<file path="src/rtl/bgpu_pkg.sv">
// Shared types for the compute-unit front end: warp scheduling state and the
// decoded instruction format handed between fetch, decode and issue.
package bgpu_pkg;

  typedef enum logic [1:0] {
    WARP_FREE    = 2'd0,
    WARP_READY   = 2'd1,
    WARP_WAITING = 2'd2
  } warp_state_e;

  typedef enum logic [3:0] {
    OP_NOP  = 4'd0,
    OP_ADD  = 4'd1,
    OP_SUB  = 4'd2,
    OP_MUL  = 4'd3,
    OP_LD   = 4'd4,
    OP_ST   = 4'd5,
    OP_BRA  = 4'd6,
    OP_EXIT = 4'd7
  } op_e;

  typedef struct packed {
    op_e        op;
    logic [7:0] dst;
    logic [7:0] src0;
    logic [7:0] src1;
  } inst_t;

  // Control ops change the warp's PC or lifetime, so decode must report them back.
  function automatic logic is_ctrl_op(input op_e op);
    return (op == OP_BRA) || (op == OP_EXIT);
  endfunction

endpackage

</file>
<file path="src/rtl/warp_rr_arbiter.sv">
// Round-robin pick of one requesting warp, starting strictly after the last
// granted index; a lock pins the grant to a previously chosen index.
module warp_rr_arbiter #(
  parameter int unsigned NumReq   = 8,
  parameter int unsigned IdxWidth = (NumReq > 1) ? $clog2(NumReq) : 1
) (
  input  logic [NumReq-1:0]   req_i,
  input  logic                lock_i,
  input  logic [IdxWidth-1:0] lock_idx_i,
  input  logic [IdxWidth-1:0] last_idx_i,
  output logic [IdxWidth-1:0] gnt_idx_o,
  output logic                gnt_valid_o
);

  logic [IdxWidth-1:0] idx;

  always_comb begin
    gnt_idx_o   = '0;
    gnt_valid_o = 1'b0;
    idx         = '0;
    if (lock_i) begin
      gnt_idx_o   = lock_idx_i;
      gnt_valid_o = 1'b1;
    end else begin
      for (int unsigned i = 1; i <= NumReq; i++) begin
        idx = IdxWidth'((32'(last_idx_i) + i) % NumReq);
        if (!gnt_valid_o && req_i[idx]) begin
          gnt_idx_o   = idx;
          gnt_valid_o = 1'b1;
        end
      end
    end
  end

endmodule

</file>
<file path="src/rtl/fetcher.sv">
// Warp fetch scheduler: allocates warps, issues round-robin fetch requests to
// the instruction cache and retires/re-arms warps on decoder feedback.
//   state        | meaning
//   WARP_FREE    | slot unallocated, may accept a start request
//   WARP_READY   | has a PC to fetch, eligible for selection
//   WARP_WAITING | fetch issued, waiting for decoder feedback
module fetcher
  import bgpu_pkg::*;
#(
  parameter int unsigned PcWidth   = 32,
  parameter int unsigned NumWarps  = 8,
  parameter int unsigned WarpWidth = 32,
  localparam int unsigned WidWidth = (NumWarps > 1) ? $clog2(NumWarps) : 1
) (
  input  logic                 clk_i,
  input  logic                 rst_i,
  output logic                 start_ready_o,
  input  logic                 start_valid_i,
  input  logic [PcWidth-1:0]   start_pc_i,
  input  logic [WarpWidth-1:0] start_act_mask_i,
  input  logic                 ic_ready_i,
  output logic                 fe_valid_o,
  output logic [PcWidth-1:0]   fe_pc_o,
  output logic [WarpWidth-1:0] fe_act_mask_o,
  output logic [WidWidth-1:0]  fe_warp_id_o,
  input  logic                 dec_decoded_i,
  input  logic                 dec_stop_warp_i,
  input  logic [WidWidth-1:0]  dec_decoded_warp_id_i,
  input  logic [PcWidth-1:0]   dec_decoded_next_pc_i,
  output logic                 idle_o
);

  warp_state_e          state_q [NumWarps];
  warp_state_e          state_d [NumWarps];
  logic [PcWidth-1:0]   pc_q    [NumWarps];
  logic [PcWidth-1:0]   pc_d    [NumWarps];
  logic [WarpWidth-1:0] mask_q  [NumWarps];
  logic [WarpWidth-1:0] mask_d  [NumWarps];
  logic                 lock_q, lock_d;
  logic [WidWidth-1:0]  lock_wid_q, lock_wid_d;
  logic [WidWidth-1:0]  rr_ptr_q, rr_ptr_d;

  logic [NumWarps-1:0]  ready_vec, free_vec;
  logic [WidWidth-1:0]  gnt_idx, start_wid;
  logic                 gnt_valid, fetch_fire, start_fire, dec_hit;

  always_comb begin
    ready_vec = '0;
    free_vec  = '0;
    start_wid = '0;
    for (int unsigned i = 0; i < NumWarps; i++) begin
      ready_vec[i] = (state_q[i] == WARP_READY);
      free_vec[i]  = (state_q[i] == WARP_FREE);
    end
    for (int i = int'(NumWarps) - 1; i >= 0; i--) begin
      if (free_vec[i]) start_wid = WidWidth'(i);
    end
  end

  warp_rr_arbiter #(
    .NumReq  (NumWarps),
    .IdxWidth(WidWidth)
  ) u_arb (
    .req_i      (ready_vec),
    .lock_i     (lock_q),
    .lock_idx_i (lock_wid_q),
    .last_idx_i (rr_ptr_q),
    .gnt_idx_o  (gnt_idx),
    .gnt_valid_o(gnt_valid)
  );

  assign start_ready_o = |free_vec;
  assign idle_o        = &free_vec;
  assign fe_valid_o    = gnt_valid;
  assign fe_warp_id_o  = gnt_idx;
  assign fe_pc_o       = pc_q[gnt_idx];
  assign fe_act_mask_o = mask_q[gnt_idx];

  assign start_fire = start_valid_i && start_ready_o;
  assign fetch_fire = gnt_valid && ic_ready_i;
  assign dec_hit    = dec_decoded_i && (32'(dec_decoded_warp_id_i) < NumWarps) &&
                      (state_q[dec_decoded_warp_id_i] == WARP_WAITING);

  // Start, fetch and decode always touch warps in different states, so their
  // updates never collide on the same slot.
  always_comb begin
    state_d    = state_q;
    pc_d       = pc_q;
    mask_d     = mask_q;
    lock_d     = lock_q;
    lock_wid_d = lock_wid_q;
    rr_ptr_d   = rr_ptr_q;
    if (start_fire) begin
      state_d[start_wid] = WARP_READY;
      pc_d[start_wid]    = start_pc_i;
      mask_d[start_wid]  = start_act_mask_i;
    end
    if (fetch_fire) begin
      state_d[gnt_idx] = WARP_WAITING;
      rr_ptr_d         = gnt_idx;
      lock_d           = 1'b0;
    end else if (gnt_valid) begin
      lock_d     = 1'b1;
      lock_wid_d = gnt_idx;
    end
    if (dec_hit) begin
      if (dec_stop_warp_i) begin
        state_d[dec_decoded_warp_id_i] = WARP_FREE;
      end else begin
        state_d[dec_decoded_warp_id_i] = WARP_READY;
        pc_d[dec_decoded_warp_id_i]    = dec_decoded_next_pc_i;
      end
    end
  end

  always_ff @(posedge clk_i) begin
    if (rst_i) begin
      for (int unsigned i = 0; i < NumWarps; i++) begin
        state_q[i] <= WARP_FREE;
        pc_q[i]    <= '0;
        mask_q[i]  <= '0;
      end
      lock_q     <= 1'b0;
      lock_wid_q <= '0;
      rr_ptr_q   <= WidWidth'(NumWarps - 1);
    end else begin
      state_q    <= state_d;
      pc_q       <= pc_d;
      mask_q     <= mask_d;
      lock_q     <= lock_d;
      lock_wid_q <= lock_wid_d;
      rr_ptr_q   <= rr_ptr_d;
    end
  end

  if (NumWarps < 1) begin : g_num_warps_check
    $error("fetcher needs at least one warp");
  end

`ifndef SYNTHESIS
  always_ff @(posedge clk_i) begin
    if (!rst_i && dec_decoded_i) begin
      assert (dec_hit)
      else $warning("decoder feedback for warp %0d ignored: warp is not waiting",
                    dec_decoded_warp_id_i);
    end
  end
`endif

endmodule

</file>
<file path="config.mk">
export PLATFORM = sky130hd
export DESIGN_NAME = fetcher
export DESIGN_NICKNAME = d
export VERILOG_FILES = /design/src/rtl/bgpu_pkg.sv /design/src/rtl/warp_rr_arbiter.sv /design/src/rtl/fetcher.sv
export SDC_FILE = /design/constraint.sdc
export NUM_CORES = 2
export LEC_CHECK = 0
export ABC_AREA = 1
export CORE_MARGIN = 10
export CORE_UTILIZATION = 50
export CTS_CLUSTER_SIZE = 20
export DETAILED_ROUTE_END_ITERATION = 6
export PLACE_DENSITY = 0.69
export REMOVE_ABC_BUFFERS = 1
export SYNTH_ARGS = -nofsm -noshare
export SYNTH_HDL_FRONTEND = slang
export SYNTH_SLANG_ARGS = --single-unit
</file>
<file path="constraint.sdc">
create_clock -name clk_i -period 9.5 [get_ports clk_i]
set_clock_uncertainty 0.2 [all_clocks]
set_input_delay 1.425 -clock clk_i [delete_from_list [all_inputs] [get_ports clk_i]]
set_output_delay 1.425 -clock clk_i [all_outputs]
set_load 0.03 [all_outputs]
</file>
* Yosys cells after proc, flatten, opt, wreduce, memory -nomap -nowiden
Cells that the tools add are included.
** Cells by class
- Add/sub/neg operators :: 8
- Multipliers :: 0
- Div/mod/pow operators :: 0
- Order comparisons :: 14
- Eq/ne operators :: 9
- Shift operators :: 0
- Mux-type cells :: 78
- Bitwise gates (word level) :: 15
- Reduce and logical (&&, ||, !) cells :: 32
** Operators by type and width (number)
- bitwise mux 256 bit :: 3
- two-way mux 256 bit :: 3
- binary-select mux 32 bit (select 3 bit) :: 2
- demux 32 bit (select 3 bit) :: 2
- two-way mux 32 bit :: 6
- two-way mux 16 bit :: 4
- two-way mux 3 bit :: 17
- < comparator 3 x 4 -> 1 bit (second input constant) :: 8
- bitwise AND 8 bit :: 3
- binary-select mux 1 bit (select 3 bit) :: 8
- two-way mux 1 bit :: 24
- inverter 8 bit :: 3
- OR 8 bit :: 3
- demux 2 bit (select 3 bit) :: 3
- bitwise AND 16 bit :: 1
- equality test 2 x 1 -> 1 bit (second input constant) :: 8
- logical NOT 2 bit :: 8
- inverter 16 bit :: 1
- logical AND 1 bit :: 13
- adder 3 bit (second input constant) :: 4
- greater-or-equal comparator 4 bit (second input constant) :: 3
- < comparator 4 x 1 -> 1 bit (second input constant) :: 3
- inverter 3 -> 4 bit :: 3
- two-way mux 2 bit :: 5
- other kinds (10) :: 18
** Storage, ports and cells
- Flip-flop bits (word level) :: 535
- Bits in latches :: 0
- Memory bits (writable) :: 0
- Memory bits (read-only) :: 0
- Logic and storage cells :: 183
- Memories :: 0

* Depth between registers and ports, before layout
- Depth after elaboration :: 44
- Depth in mapped cells :: 24
- Depth with buffers taken out :: 21

* By module
A second synthesis with hierarchy kept.
** Second synthesis, totals
- Cell total of the unflattened synthesis :: 4702
- Area total of the unflattened synthesis :: 29289.3 sq um
** By module, submodules not included
- fetcher :: times used 1, cells an instance 4553, area an instance 28387.2 sq um
- warp_rr_arbiter :: times used 1, cells an instance 149, area an instance 902.1 sq um

* Worst setup path before layout
Ideal clock, no wire load.
- Path type :: register -> output
- Start :: register rr_ptr_q[0]
- End :: output fe_act_mask_o[0]
- Arrival time :: 3175 ps
- Required time :: 7875 ps
- Slack :: 4700 ps
- Cell stages (with the launch flop) :: 21
- Cell sequence :: dfxtp_1 -> buf_4 -> inv_2 -> buf_6 -> ha_1 -> inv_1 -> nand3_1 -> nand3_1 -> nand2_2 -> nor2_4 -> nand4_4 -> nor2_8 -> nand3_1 -> nand3_1 -> nor2_1 -> nor2_2 -> nor2_4 -> buf_6 -> buf_2 -> nand2_1 -> nand4_1
** On the way
- Word-level cells in the longest chain between the ends :: 37
- Elaborated cells on any way between the ends :: 65
** Ends and longest elaborated chain
- from (decl) :: line fetcher.sv:41 : logic [WidWidth-1:0] rr_ptr_q, rr_ptr_d;
- from (signal assigned) :: line fetcher.sv:125 : rr_ptr_q <= WidWidth'(NumWarps - 1);
- from (signal assigned) :: line fetcher.sv:132 : rr_ptr_q <= rr_ptr_d;
- adder 3 x 1 -> 3 bit :: line warp_rr_arbiter.sv:26 : idx = IdxWidth'((32'(last_idx_i) + i) % NumReq);
- binary-select mux 1 bit (select 3 bit) :: line warp_rr_arbiter.sv:27 : if (!gnt_valid_o && req_i[idx]) begin
- two-way mux 1 bit (implied by the code) :: line warp_rr_arbiter.sv:27
- two-way mux 1 bit :: line warp_rr_arbiter.sv:27
- two-way mux 1 bit :: line warp_rr_arbiter.sv:21 : if (lock_i) begin
- logical NOT 1 bit :: line warp_rr_arbiter.sv:27
- logical AND 1 bit :: line warp_rr_arbiter.sv:27
- two-way mux 1 bit :: line warp_rr_arbiter.sv:27
- [21 not listed]
- logical NOT 1 bit :: line warp_rr_arbiter.sv:27
- logical AND 1 bit :: line warp_rr_arbiter.sv:27
- two-way mux 3 bit (*) :: line warp_rr_arbiter.sv:27
- two-way mux 3 bit (*) :: line warp_rr_arbiter.sv:21
- via fe_warp_id_o[1] :: line fetcher.sv:25 : output logic [WidWidth-1:0] fe_warp_id_o,
- inverter 3 -> 4 bit (implied by the code) (*) :: line fetcher.sv:77 : assign fe_act_mask_o = mask_q[gnt_idx];
- binary-select mux 32 bit (select 3 bit) (*) :: line fetcher.sv:77
- two-way mux 32 bit (implied by the code) (*) (2 in series) :: line fetcher.sv:77
- to (decl) :: line fetcher.sv:24 : output logic [WarpWidth-1:0] fe_act_mask_o,
The timed path passes the listed nets; every way through them passes the cells marked *. The select of a mux whose other input is x is not followed.

* Worst setup path in the final report
- Start :: register rr_ptr_q[1]
- End :: output fe_act_mask_o[13]
** On the way
- Word-level cells in the longest chain between the ends :: 37
- Elaborated cells on any way between the ends :: 65
** Ends and longest elaborated chain (line)
- adder 3 x 1 -> 3 bit :: warp_rr_arbiter.sv:26
- binary-select mux 1 bit (select 3 bit) :: warp_rr_arbiter.sv:27
- two-way mux 1 bit (implied by the code) :: warp_rr_arbiter.sv:27
- two-way mux 1 bit :: warp_rr_arbiter.sv:27
- two-way mux 1 bit :: warp_rr_arbiter.sv:21
- logical NOT 1 bit :: warp_rr_arbiter.sv:27
- logical AND 1 bit :: warp_rr_arbiter.sv:27
- two-way mux 1 bit :: warp_rr_arbiter.sv:27
- [20 not listed]
- two-way mux 1 bit :: warp_rr_arbiter.sv:21
- logical NOT 1 bit :: warp_rr_arbiter.sv:27
- logical AND 1 bit :: warp_rr_arbiter.sv:27
- two-way mux 3 bit (*) :: warp_rr_arbiter.sv:27
- two-way mux 3 bit (*) :: warp_rr_arbiter.sv:21
- inverter 3 -> 4 bit (implied by the code) (*) :: fetcher.sv:77
- binary-select mux 32 bit (select 3 bit) (*) :: fetcher.sv:77
- two-way mux 32 bit (implied by the code) (*) (2 in series) :: fetcher.sv:77
Mark *: on every way between the ends. The rest lies on a longest branch, timed or not. The select of a mux whose other input is x is not followed.

==> flow_summary_export.csv <==
group,metric,value,unit
yosys,synthTopCellsByArea,"dfxtp_1 (39%), nand2_1 (17%), o21ai_0 (12%)",
sta,finalSetupViolations,0,
placed_design,portBuffers,174,
pwr,pwr-share-comb,52.8,%
yosys,async_flop_share,0,%
clock_tree,cts_tree,"done",
pwr,vdd_drop_max,1180,uV
grt,grtUsageTotal,28.7,%
pwr,internal_power,0.00514,W
sta,clock.fmax,0.132,GHz
clock_tree,cts_resized,0,
drt,drc,0,
sta,slew_violations,0,
drt,antenna_left,0,
drt,vias_per_cell,5.67,
pwr,switching_share,51.5,%
critical_path,crit_required,7880,ps
clock_tree,cts_setup_buffers,0,
critical_path,end_kind,"output pin",
sta,hold-worst-slack,245,ps
finish,final_common_cell,"nand2_1",
grt,grt_pass1_wl,148000,um
drt,routedWlPerCell,19.2,um
pwr,p_sw,0.00547,W
clock_tree,cts_max_level,2,
sta,worstMarginPinSlew,1340,ps
clock_tree,cts_hold_buf,0,
floorplanning,num_rows,85,
placed_design,dp_hpwl,49600,um
critical_path,crit_fanout,92,
clock_tree,clk_latency,630,ps
floorplanning,start_util,50.6,%
sta,min_period,7570,ps
floorplanning,die_w,253,um
clock_tree,clkTransAtPathRegs,60,ps
floorplanning,core,0.0539,mm^2
yosys,yosysTopAreaCellShare,39.3,%
floorplanning,dieArea,0.0643,mm^2
clock_tree,clock-root-buffer,"clkbuf_16",
yosys,ys_seq_elements,535,
hold_path,hold_class,"reg2reg",
clock_tree,clock_path_buffers,3,
grt,overflow,0,
yosys,syn_inst,4272,
placed_design,dp_cells,4846,
sta,slew_headroom,10.6,%
finish,nets,4317,
grt,grt_max_degree,230,
finish,final_cell_mix,"nand2_1 (1,223), o21ai_0 (655), nor2_1 (548)",
yosys,synth-edff-count,0,
finish,instances_no_fill,4956,
clock_tree,cts_buffers,58,
yosys,synth_ff_type,"dfxtp_1",
critical_path,arrival,5950,ps
pwr,power_leakage,12.4,nW
drt,dr.pass1.iters,6,
finish,area_delta_synth_final,12.8,%
yosys,yosys.area.top_type,"dfxtp_1",
yosys,synth_area,0.0273,mm^2
yosys,yosys_warnings,0,
floorplanning,io_pins,175,
pwr,power_density,345,mW/mm^2
drt,drtIter0Drc,3086,
clock_tree,clock-sinks,535,
pwr,p_clk_share,22.9,%
critical_path,path_class,"reg2out",
critical_path,start_kind,"register",
yosys,ys_types,35,
floorplanning,die-height,253,um
yosys,yosysSeqAreaShare,39.3,%
finish,drive_above_1_share,4.68,%
drt,routed_wl,95100,um
sta,rsz0062_at_grt,"no",
pwr,p_seq_share,24.4,%
grt,grt_pass1_vias,26100,
outcome,status,"completed",
drt,vias,28100,
yosys,avgSynthCellArea,6.38,um^2
sta,fin_crit_sh,79.7,%
grt,antenna_found_initial,7,
job,cap_violations,0,
placed_design,finalWeightedCongestion,0.946,
sta,hold_violations,0,
through the flow:
step | setup WS (ps) | power, W | area, um^2 | setup TNS (ps) | utilization (%)
final | 1930 | 0.0106 | 30800 | 0 | 57.0
after detailed placement | 2610 | 0.00815 | 28700 | 0 | 53.3
after CTS | 1950 | 0.0106 | 30700 | 0 | 57.0
after global routing | 1560 | 0.0111 | 30800 | 0 | 57.0
after floorplan | -39.6 | 0.00578 | 25700 | -2530 | -
after global placement | 2640 | 0.00816 | 28700 | 0 | 53.3
area by class of cell:
type	instances	area [um^2]
inverter	236	900
multi-input combinational	3163	14200
clock inverter	23	349
sequential	535	10700
fill	5318	23200
clock buffer	82	1660
timing repair buffer	216	2080
tap	696	871
antenna	5	12.5
layer usage:
metal	routed length, um	vias up	track usage (%)
met5	36	-	0
met3	7500	207	3.79
met1	40100	12900	37.2
li1	-	13800	-
met4	3040	6	10.4
met2	44500	1167	48.0
state kept, by name, indices dropped and copies added (netlist names):
name        count
lock_wid_q      3
rr_ptr_q        3
mask_q        256
lock_q          1
pc_q          256
state_q        16
power groups by stage:
| stage | clock network [W] | registers [W] | logic, W |
|---|---|---|---|
| after floorplan | 0 | 0.00261 | 0.00317 |
| after global placement | 0 | 0.00262 | 0.00554 |
| after detailed placement | 0 | 0.00263 | 0.00552 |
| after CTS | 0.00244 | 0.00258 | 0.00554 |
| after global routing | 0.00253 | 0.00261 | 0.00594 |
| final | 0.00243 | 0.00258 | 0.00560 |
cells in the mapped netlist (4+ instances only):
master    instances
inv_1           224
inv_2            12
nand2_2          10
o22ai_1           4
nand2_1        1228
dfxtp_1         535
buf_4             4
buf_1            38
a31oi_1         128
nand3_1         306
a21oi_1         152
clkbuf_1        196
nor2_1          548
o21ai_0         655
nor2_4            5
nand4_1          75
nand3_2          11
buf_6            27
nor3_1           19
buf_2            73
worst max-delay path, cell delays in order, from the launching register on:
cell,delay [ps]
dfxtp_1,640
inv_1,250
ha_1,460
inv_1,230
nand3_1,150
nand3_1,150
nand2_2,110
nor2_4,150
nand4_4,140
nor2_8,160
nand3_2,80
nand2_1,130
nand3_4,340
nand2_8,650
buf_4,520
nand2_1,110
nand2_1,80
nand2_1,50
nand4_1,180
clkdlybuf4s50_1,690
kinds of logic (layout without fill, tap and decap cells):
| family | count (synthesis) | after routing | share of synthesized area, % |
|---|---|---|---|
| AND/OR/NAND/NOR | 2210 | 2210 | 33.3 |
| AO/OA/AOI/OAI | 948 | 948 | 18.1 |
| buffers and inverters | 574 | 557 | 9.04 |
| flip-flops | 535 | 535 | 39.3 |
| XOR/XNOR | 3 | 3 | 0.151 |
| adder cells (fa/ha/maj) | 2 | 2 | 0.0918 |
| other | 0 | 5 | 0 |
path summary, 6_finish.rpt:
| check | start | endpoint | slack (ps) | cells after the start |
|---|---|---|---|---|
| worst max-delay path | rr_ptr_q[1] | fe_act_mask_o[13] | 1930 | 19 |
| worst min-delay path | mask_q[207] | mask_q[207] | 240 | 2 |
| worst max register to register | rr_ptr_q[1] | state_q[12] | 4590 | 19 |
| worst min register to register | mask_q[207] | mask_q[207] | 240 | 2 |
(Power assumes the default switching activity.)
